### src/rtl/simon_pkg.sv
// -----------------------------------------------------------------------------
// simon_pkg
// Shared definitions for the Simon round controller and its round counter:
//   - state_t   : FSM state encoding (3 bits, codes 6/7 unused)
//   - MODE_*    : operation direction as latched by the controller
//   - *_ROUNDS  : default round count for each Simon block/key variant
//   - sat_value : value at which the round counter stops counting
// No ports (package).
// -----------------------------------------------------------------------------
package simon_pkg;

  typedef enum logic [2:0] {
    ST_IDLE    = 3'd0,
    ST_KEY_GEN = 3'd1,
    ST_LOAD    = 3'd2,
    ST_ENC     = 3'd3,
    ST_DEC     = 3'd4,
    ST_DONE    = 3'd5
  } state_t;

  localparam logic MODE_ENC = 1'b0;
  localparam logic MODE_DEC = 1'b1;

  // Round counts of the standard Simon variants (block/key size).
  localparam int SIMON32_64_ROUNDS   = 32;
  localparam int SIMON48_96_ROUNDS   = 36;
  localparam int SIMON64_128_ROUNDS  = 44;
  localparam int SIMON96_144_ROUNDS  = 54;
  localparam int SIMON128_256_ROUNDS = 72;

  // The counter finishes an operation holding ROUNDS. When ROUNDS equals
  // 2**cnt_w that value is not representable, so the counter parks at the
  // all-ones value instead of wrapping back to zero.
  function automatic int sat_value(input int rounds, input int cnt_w);
    int full;
    full = (1 << cnt_w);
    if (rounds >= full)
      return full - 1;
    else
      return rounds;
  endfunction

endpackage

### src/rtl/simon_round_counter.sv
// -----------------------------------------------------------------------------
// simon_round_counter
// Round counter for the Simon controller. Counts completed rounds, saturates
// once the last round has been counted and produces the round-key read
// address for either direction.
// Ports:
//   clk      in            system clock, rising edge
//   res      in            asynchronous active-high reset
//   clr      in            synchronous clear to zero (higher priority than en)
//   en       in            count one round
//   dir      in            0 = ascending key order, 1 = descending key order
//   cnt      out [CNT_W]   rounds completed
//   tc       out           terminal count: the current round is the last one
//   key_addr out [CNT_W]   round-key address (cnt, or ROUNDS-1-cnt mod 2**CNT_W)
// -----------------------------------------------------------------------------
module simon_round_counter
  import simon_pkg::*;
#(
  parameter int CNT_W  = 5,
  parameter int ROUNDS = SIMON32_64_ROUNDS
) (
  input  logic             clk,
  input  logic             res,
  input  logic             clr,
  input  logic             en,
  input  logic             dir,
  output logic [CNT_W-1:0] cnt,
  output logic             tc,
  output logic [CNT_W-1:0] key_addr
);

  localparam logic [CNT_W-1:0] LAST_VAL = CNT_W'(ROUNDS - 1);
  localparam logic [CNT_W-1:0] SAT_VAL  = CNT_W'(sat_value(ROUNDS, CNT_W));

  logic [CNT_W-1:0] cnt_reg;
  logic [CNT_W-1:0] cnt_next;

  always_comb begin
    cnt_next = cnt_reg;
    if (clr)
      cnt_next = '0;
    else if (en && (cnt_reg != SAT_VAL))
      cnt_next = cnt_reg + CNT_W'(1);
  end

  always_ff @(posedge clk or posedge res) begin
    if (res)
      cnt_reg <= '0;
    else
      cnt_reg <= cnt_next;
  end

  assign cnt = cnt_reg;
  assign tc  = (cnt_reg == LAST_VAL);

  // Descending order is a plain modular subtraction; with ROUNDS = 2**CNT_W
  // LAST_VAL is all ones and the result still covers ROUNDS-1 .. 0 exactly.
  assign key_addr = dir ? (LAST_VAL - cnt_reg) : cnt_reg;

endmodule

### src/rtl/simon_round_ctrl.sv
// -----------------------------------------------------------------------------
// simon_round_ctrl
// Control FSM for the Simon cipher datapath. Starts the key schedule, loads
// the input block, issues ROUNDS round enables with the matching round-key
// address and holds the result until the consumer acknowledges it.
// Encryption starts loading immediately (keys are consumed in the order the
// schedule produces them); decryption needs the last key first, so it waits
// in KEY_GEN for the whole schedule to complete.
// Ports:
//   clk           in            system clock, rising edge
//   res           in            asynchronous active-high reset
//   start         in            request an operation (sampled in IDLE only)
//   mode          in            0 = encrypt, 1 = decrypt (sampled with start)
//   abort         in            cancel the running operation
//   key_done      in            key schedule finished (used in KEY_GEN only)
//   out_ack       in            consumer took the result (used in DONE)
//   state         out [3]       current FSM state
//   mode_q        out           mode latched at start
//   key_gen_start out           one-cycle pulse starting the key schedule
//   load_in       out           load the input block into the datapath
//   round_en      out           advance the datapath by one round
//   key_addr      out [CNT_W]   round-key read address
//   round_cnt     out [CNT_W]   rounds completed in this operation
//   busy          out           operation in progress
//   done          out           result valid
// All outputs are decoded from registers only.
// -----------------------------------------------------------------------------
module simon_round_ctrl
  import simon_pkg::*;
#(
  parameter int ROUNDS = SIMON32_64_ROUNDS,
  parameter int CNT_W  = 5
) (
  input  logic             clk,
  input  logic             res,
  input  logic             start,
  input  logic             mode,
  input  logic             abort,
  input  logic             key_done,
  input  logic             out_ack,
  output logic [2:0]       state,
  output logic             mode_q,
  output logic             key_gen_start,
  output logic             load_in,
  output logic             round_en,
  output logic [CNT_W-1:0] key_addr,
  output logic [CNT_W-1:0] round_cnt,
  output logic             busy,
  output logic             done
);

  state_t state_reg;
  state_t state_next;
  logic   mode_q_reg;
  logic   mode_q_next;
  logic   kgs_reg;
  logic   kgs_next;
  logic   cnt_clr;
  logic   cnt_en;
  logic   cnt_tc;

  // ---------------------------------------------------------------------------
  // Next-state logic
  // ---------------------------------------------------------------------------
  always_comb begin
    state_next  = state_reg;
    mode_q_next = mode_q_reg;
    kgs_next    = 1'b0;
    cnt_clr     = 1'b0;
    cnt_en      = 1'b0;

    case (state_reg)
      ST_IDLE: begin
        // abort is meaningless here, so start is honoured regardless of it.
        if (start) begin
          mode_q_next = mode;
          kgs_next    = 1'b1;
          state_next  = (mode == MODE_DEC) ? ST_KEY_GEN : ST_LOAD;
        end
      end
      ST_KEY_GEN: begin
        if (key_done)
          state_next = ST_LOAD;
      end
      ST_LOAD: begin
        cnt_clr    = 1'b1;
        state_next = (mode_q_reg == MODE_DEC) ? ST_DEC : ST_ENC;
      end
      ST_ENC, ST_DEC: begin
        cnt_en = 1'b1;
        if (cnt_tc)
          state_next = ST_DONE;
      end
      ST_DONE: begin
        // A start seen here is dropped; the host re-issues it from IDLE.
        if (out_ack)
          state_next = ST_IDLE;
      end
      default: begin
        state_next = ST_IDLE;
      end
    endcase

    // Abort overrides every other transition of an active operation.
    if (abort && (state_reg != ST_IDLE)) begin
      state_next = ST_IDLE;
      cnt_clr    = 1'b1;
      cnt_en     = 1'b0;
    end
  end

  // ---------------------------------------------------------------------------
  // State registers
  // ---------------------------------------------------------------------------
  always_ff @(posedge clk or posedge res) begin
    if (res) begin
      state_reg  <= ST_IDLE;
      mode_q_reg <= MODE_ENC;
      kgs_reg    <= 1'b0;
    end else begin
      state_reg  <= state_next;
      mode_q_reg <= mode_q_next;
      kgs_reg    <= kgs_next;
    end
  end

  // ---------------------------------------------------------------------------
  // Round counter / key address
  // ---------------------------------------------------------------------------
  simon_round_counter #(
    .CNT_W  (CNT_W),
    .ROUNDS (ROUNDS)
  ) u_counter (
    .clk      (clk),
    .res      (res),
    .clr      (cnt_clr),
    .en       (cnt_en),
    .dir      (mode_q_reg),
    .cnt      (round_cnt),
    .tc       (cnt_tc),
    .key_addr (key_addr)
  );

  // ---------------------------------------------------------------------------
  // Moore output decode
  // ---------------------------------------------------------------------------
  assign state         = state_reg;
  assign mode_q        = mode_q_reg;
  assign key_gen_start = kgs_reg;
  assign load_in       = (state_reg == ST_LOAD);
  assign round_en      = (state_reg == ST_ENC) || (state_reg == ST_DEC);
  assign busy          = (state_reg == ST_KEY_GEN) || (state_reg == ST_LOAD) ||
                         (state_reg == ST_ENC)     || (state_reg == ST_DEC);
  assign done          = (state_reg == ST_DONE);

endmodule
### config.mk
export PLATFORM = sky130hd
export DESIGN_NAME = simon_round_ctrl
export DESIGN_NICKNAME = d
export VERILOG_FILES = /design/src/rtl/simon_pkg.sv /design/src/rtl/simon_round_counter.sv /design/src/rtl/simon_round_ctrl.sv
export SDC_FILE = /design/constraint.sdc
export NUM_CORES = 1
export LEC_CHECK = 0
export BUFFER_PORTS_ARGS = -buffer_cell sky130_fd_sc_hd__buf_2
export CELL_PAD_IN_SITES_DETAIL_PLACEMENT = 0
export CELL_PAD_IN_SITES_GLOBAL_PLACEMENT = 1
export CORE_MARGIN = 1
export CORE_UTILIZATION = 32
export DETAILED_ROUTE_END_ITERATION = 8
export PLACE_DENSITY_LB_ADDON = 0.1
export SLEW_MARGIN = 20
export SYNTH_ARGS = -nofsm -noshare
export SYNTH_HDL_FRONTEND = slang
export SYNTH_HIERARCHICAL = 1
export SYNTH_SLANG_ARGS = --single-unit
### constraint.sdc
create_clock -name clk -period 1.7 [get_ports clk]
set_clock_uncertainty 0.1 [all_clocks]
set_input_delay 0 -clock clk [delete_from_list [all_inputs] [get_ports clk]]
set_output_delay 0 -clock clk [all_outputs]
set_load 0.05 [all_outputs]
==> impl_metrics.tcl <==
set metrics [dict create \
    leakage_nw 0.565 \
    final-seq-area_um2 256 \
    clock_latency_ns 0.26 \
    ys.warnings.count 6 \
    finalWorstSetupSlack_ns 0.00982 \
    htreeDepth 1 \
    gp_congestion 0.771 \
    critPathTopFamily "flip-flops" \
    timing.final.crit_share_pct 99.4 \
    wire_per_inst_um 12.7 \
    tns_ns 0 \
    fin_nets 126 \
    path_cells "ha_4 -> and3_4 -> ha_4 -> o31ai_4 -> mux2_4" \
    first_pass_iters 4 \
    synth_nets 82 \
    synth-seq-cells 10 \
    vdd_drop_max_v 0.00111 \
    powerDensity_nw_per_um2 2090 \
    gr-total-overflow 0 \
    setup_violations 0 \
    synthTopCellsByArea "dfrtp_1, xor2_1, mux2_1, mux2i_1, nor2_1" \
    avgSynthCellArea_um2 10.0 \
    path_common_cell "ha_4" \
    fin_crit_ns 1.69 \
    outcome "complete, no violations" \
    multi_input_area_um2 534 \
    ys_types 37 \
    r2r_slack_ns 0.01 \
    drv_slew 0 \
    tightest_slew_ns 0.329 \
    fp.dieW_um 49.8 \
    core_area_um2 2060 \
    port-buffer-count 25 \
    rows 16 \
    synth_top_area_share_pct 34.2 \
    path_max_fanout 4 \
    die_area_um2 2480 \
    viasPerCell 4.73 \
    initial_utilization_pct 35.5 \
    final_layout_size_suffix_gt1_share_pct 62.1 \
    drc_errors 0 \
    worst_r2r_path_depth 5 \
    drt_iter0_markers 20 \
    relSlewSlack_pct 77.8 \
    grt_usage_pct 15.7 \
    antenna_found_initial 0 \
    cp_slowest_cell "dfrtp_2" \
    drv_cap 0 \
    synth_top_area_cell "dfrtp_1" \
    clk_pin_slew_ns 0.07 \
    ant_nets 0 \
    grt_pass1_wl_um 2890 \
    grt_pass1_vias 592 \
    num_antenna_cells 0 \
    tritoncts "built" \
    cp.buffers_inverters 0 \
    synth_area_um2 732 \
    syn_to_final_growth_pct 55.6 \
    post-place-ws_ns -0.119 \
    hold_viol_final 0 \
    critical_path_class "register to register" \
    largest_reg_flops 5 \
    critPathMaxStageDelay_ns 0.42 \
    hpwl_um 1440 \
    num_vias 677 \
    rsz0062_at_grt "true" \
    nFillCells 192 \
    holdWs_ns 0.0853 \
    pin_count 26 \
    numCtsBuffers 3 \
    clk_path_buf_depth 2 \
    cts_sinks 10 \
    min_path_type "input pin to asynchronous set/reset pin" \
    setup.worst_path.start "u_counter/cnt[0]" \
    grt_max_degree 9 \
    start_kind "register" \
    cp.arrival_ns 1.74 \
    synthCells 73 \
    crit_path_end_kind "register" \
    cts.root.buffer_cell "clkbuf_4" \
    routed_wl_um 1820 \
    rr_startpoint "u_counter/cnt[0]" \
    dieHeight_um 49.8 \
    clock.fmax_mhz 592 \
    r2r-end "state[1]" \
    synth.yosys.seq_area_share_pct 34.2 \
    cp.required_ns 1.75 \
]
## worst register-to-register path: stages, from the launching register on
cell,delay (ns)
dfrtp_2,0.42
ha_4,0.16
and3_4,0.18
ha_4,0.18
o31ai_4,0.23
mux2_4,0.33
## cell type report
cell class,instances,share of cell area (%)
multi-input cells,54,46.9
repair buffers,44,24.0
flip-flops and latches,10,22.5
well taps,27,2.97
clock buffers,4,2.31
inverters,4,1.32
## synthesized netlist by cell type, drive strengths merged
library cell,n
and2b,2
nor3b,2
a22oi,1
mux2i,3
nand3,1
nand4,1
nor4b,2
inv,4
ha,2
a32oi,1
o31ai,2
nor3,2
nand2b,2
dfrtp,10
xor2,6
and3b,1
nor2b,1
mux2,5
nor4,1
nand2,2
buf,2
xnor2,2
a21oi,2
nor2,8
o21ai,3
clkbuf,3
and3,1
nand3b,1
## worst max path at each step
stage                  endpoint  slack (ns)  cells past startpoint
2_1_floorplan  u_counter/cnt[3]       -0.44                      5
4_1_cts                state[1]       0.003                      5
3_3_place_gp           state[0]       -0.09                      5
5_1_grt                state[1]       -0.04                      5
6_report               state[1]        0.01                      5
3_5_place_dp           state[1]       -0.12                      5
## where the power goes
part           switching, mW  internal, mW
sequential            0.0683         0.310
clock                 0.0721        0.0900
combinational           1.19         0.654
## per-stage QoR
stage	utilization, %	std cells	instance area, um^2	power [mW]
3_3_place_gp	49.9	136	1030	2.12
4_1_cts	54.4	142	1120	2.38
5_1_grt	55.2	143	1140	2.51
3_5_place_dp	49.9	136	1030	2.13
6_report	55.2	143	1140	2.38
2_1_floorplan	-	73	796	1.71
## per-layer routing
layer	GRT usage (%)	vias up	wire length [um]
met1	23.6	311	931
met4	2.86	0	14
met3	5.25	2	77
met5	0	-	0
li1	-	341	-
met2	21.6	23	797
## what timing repair did
item | 4_1_cts | 5_1_grt
hold buffers | 2 | 0
hold endpoints to repair | 11 | 0
pin swaps | 3 | 0
setup buffers | 0 | 1
resized for setup | 7 | 2
setup endpoints to repair | 4 | 6
## cells by family (layout without fill, tap and decap cells)
family          Yosys count  in the layout  synth area share [%]
compound gates            9              9                  9.57
mux                       8              8                  11.8
fa+ha+maj                 2              2                  3.42
buf+inv                   9             52                  7.18
xor+xnor                  8              8                  9.57
simple gates             27             27                  24.3
flops                    10             10                  34.2
## placed cells by master (no fill, tap or decap), types with 2 or more instances in the layout
cell type	count
clkbuf_4	3
dlygate4sd3_1	2
ha_4	2
nor2_1	6
o21ai_0	3
mux2_4	3
buf_2	25
inv_1	4
nor2_2	2
xnor2_1	2
dfrtp_2	5
mux2i_1	3
xor2_1	3
nand2_1	2
nor3_1	2
xor2_2	3
buf_4	17
dfrtp_1	5
nor3b_4	2
Note: power is estimated with default switching activity, not from simulation.
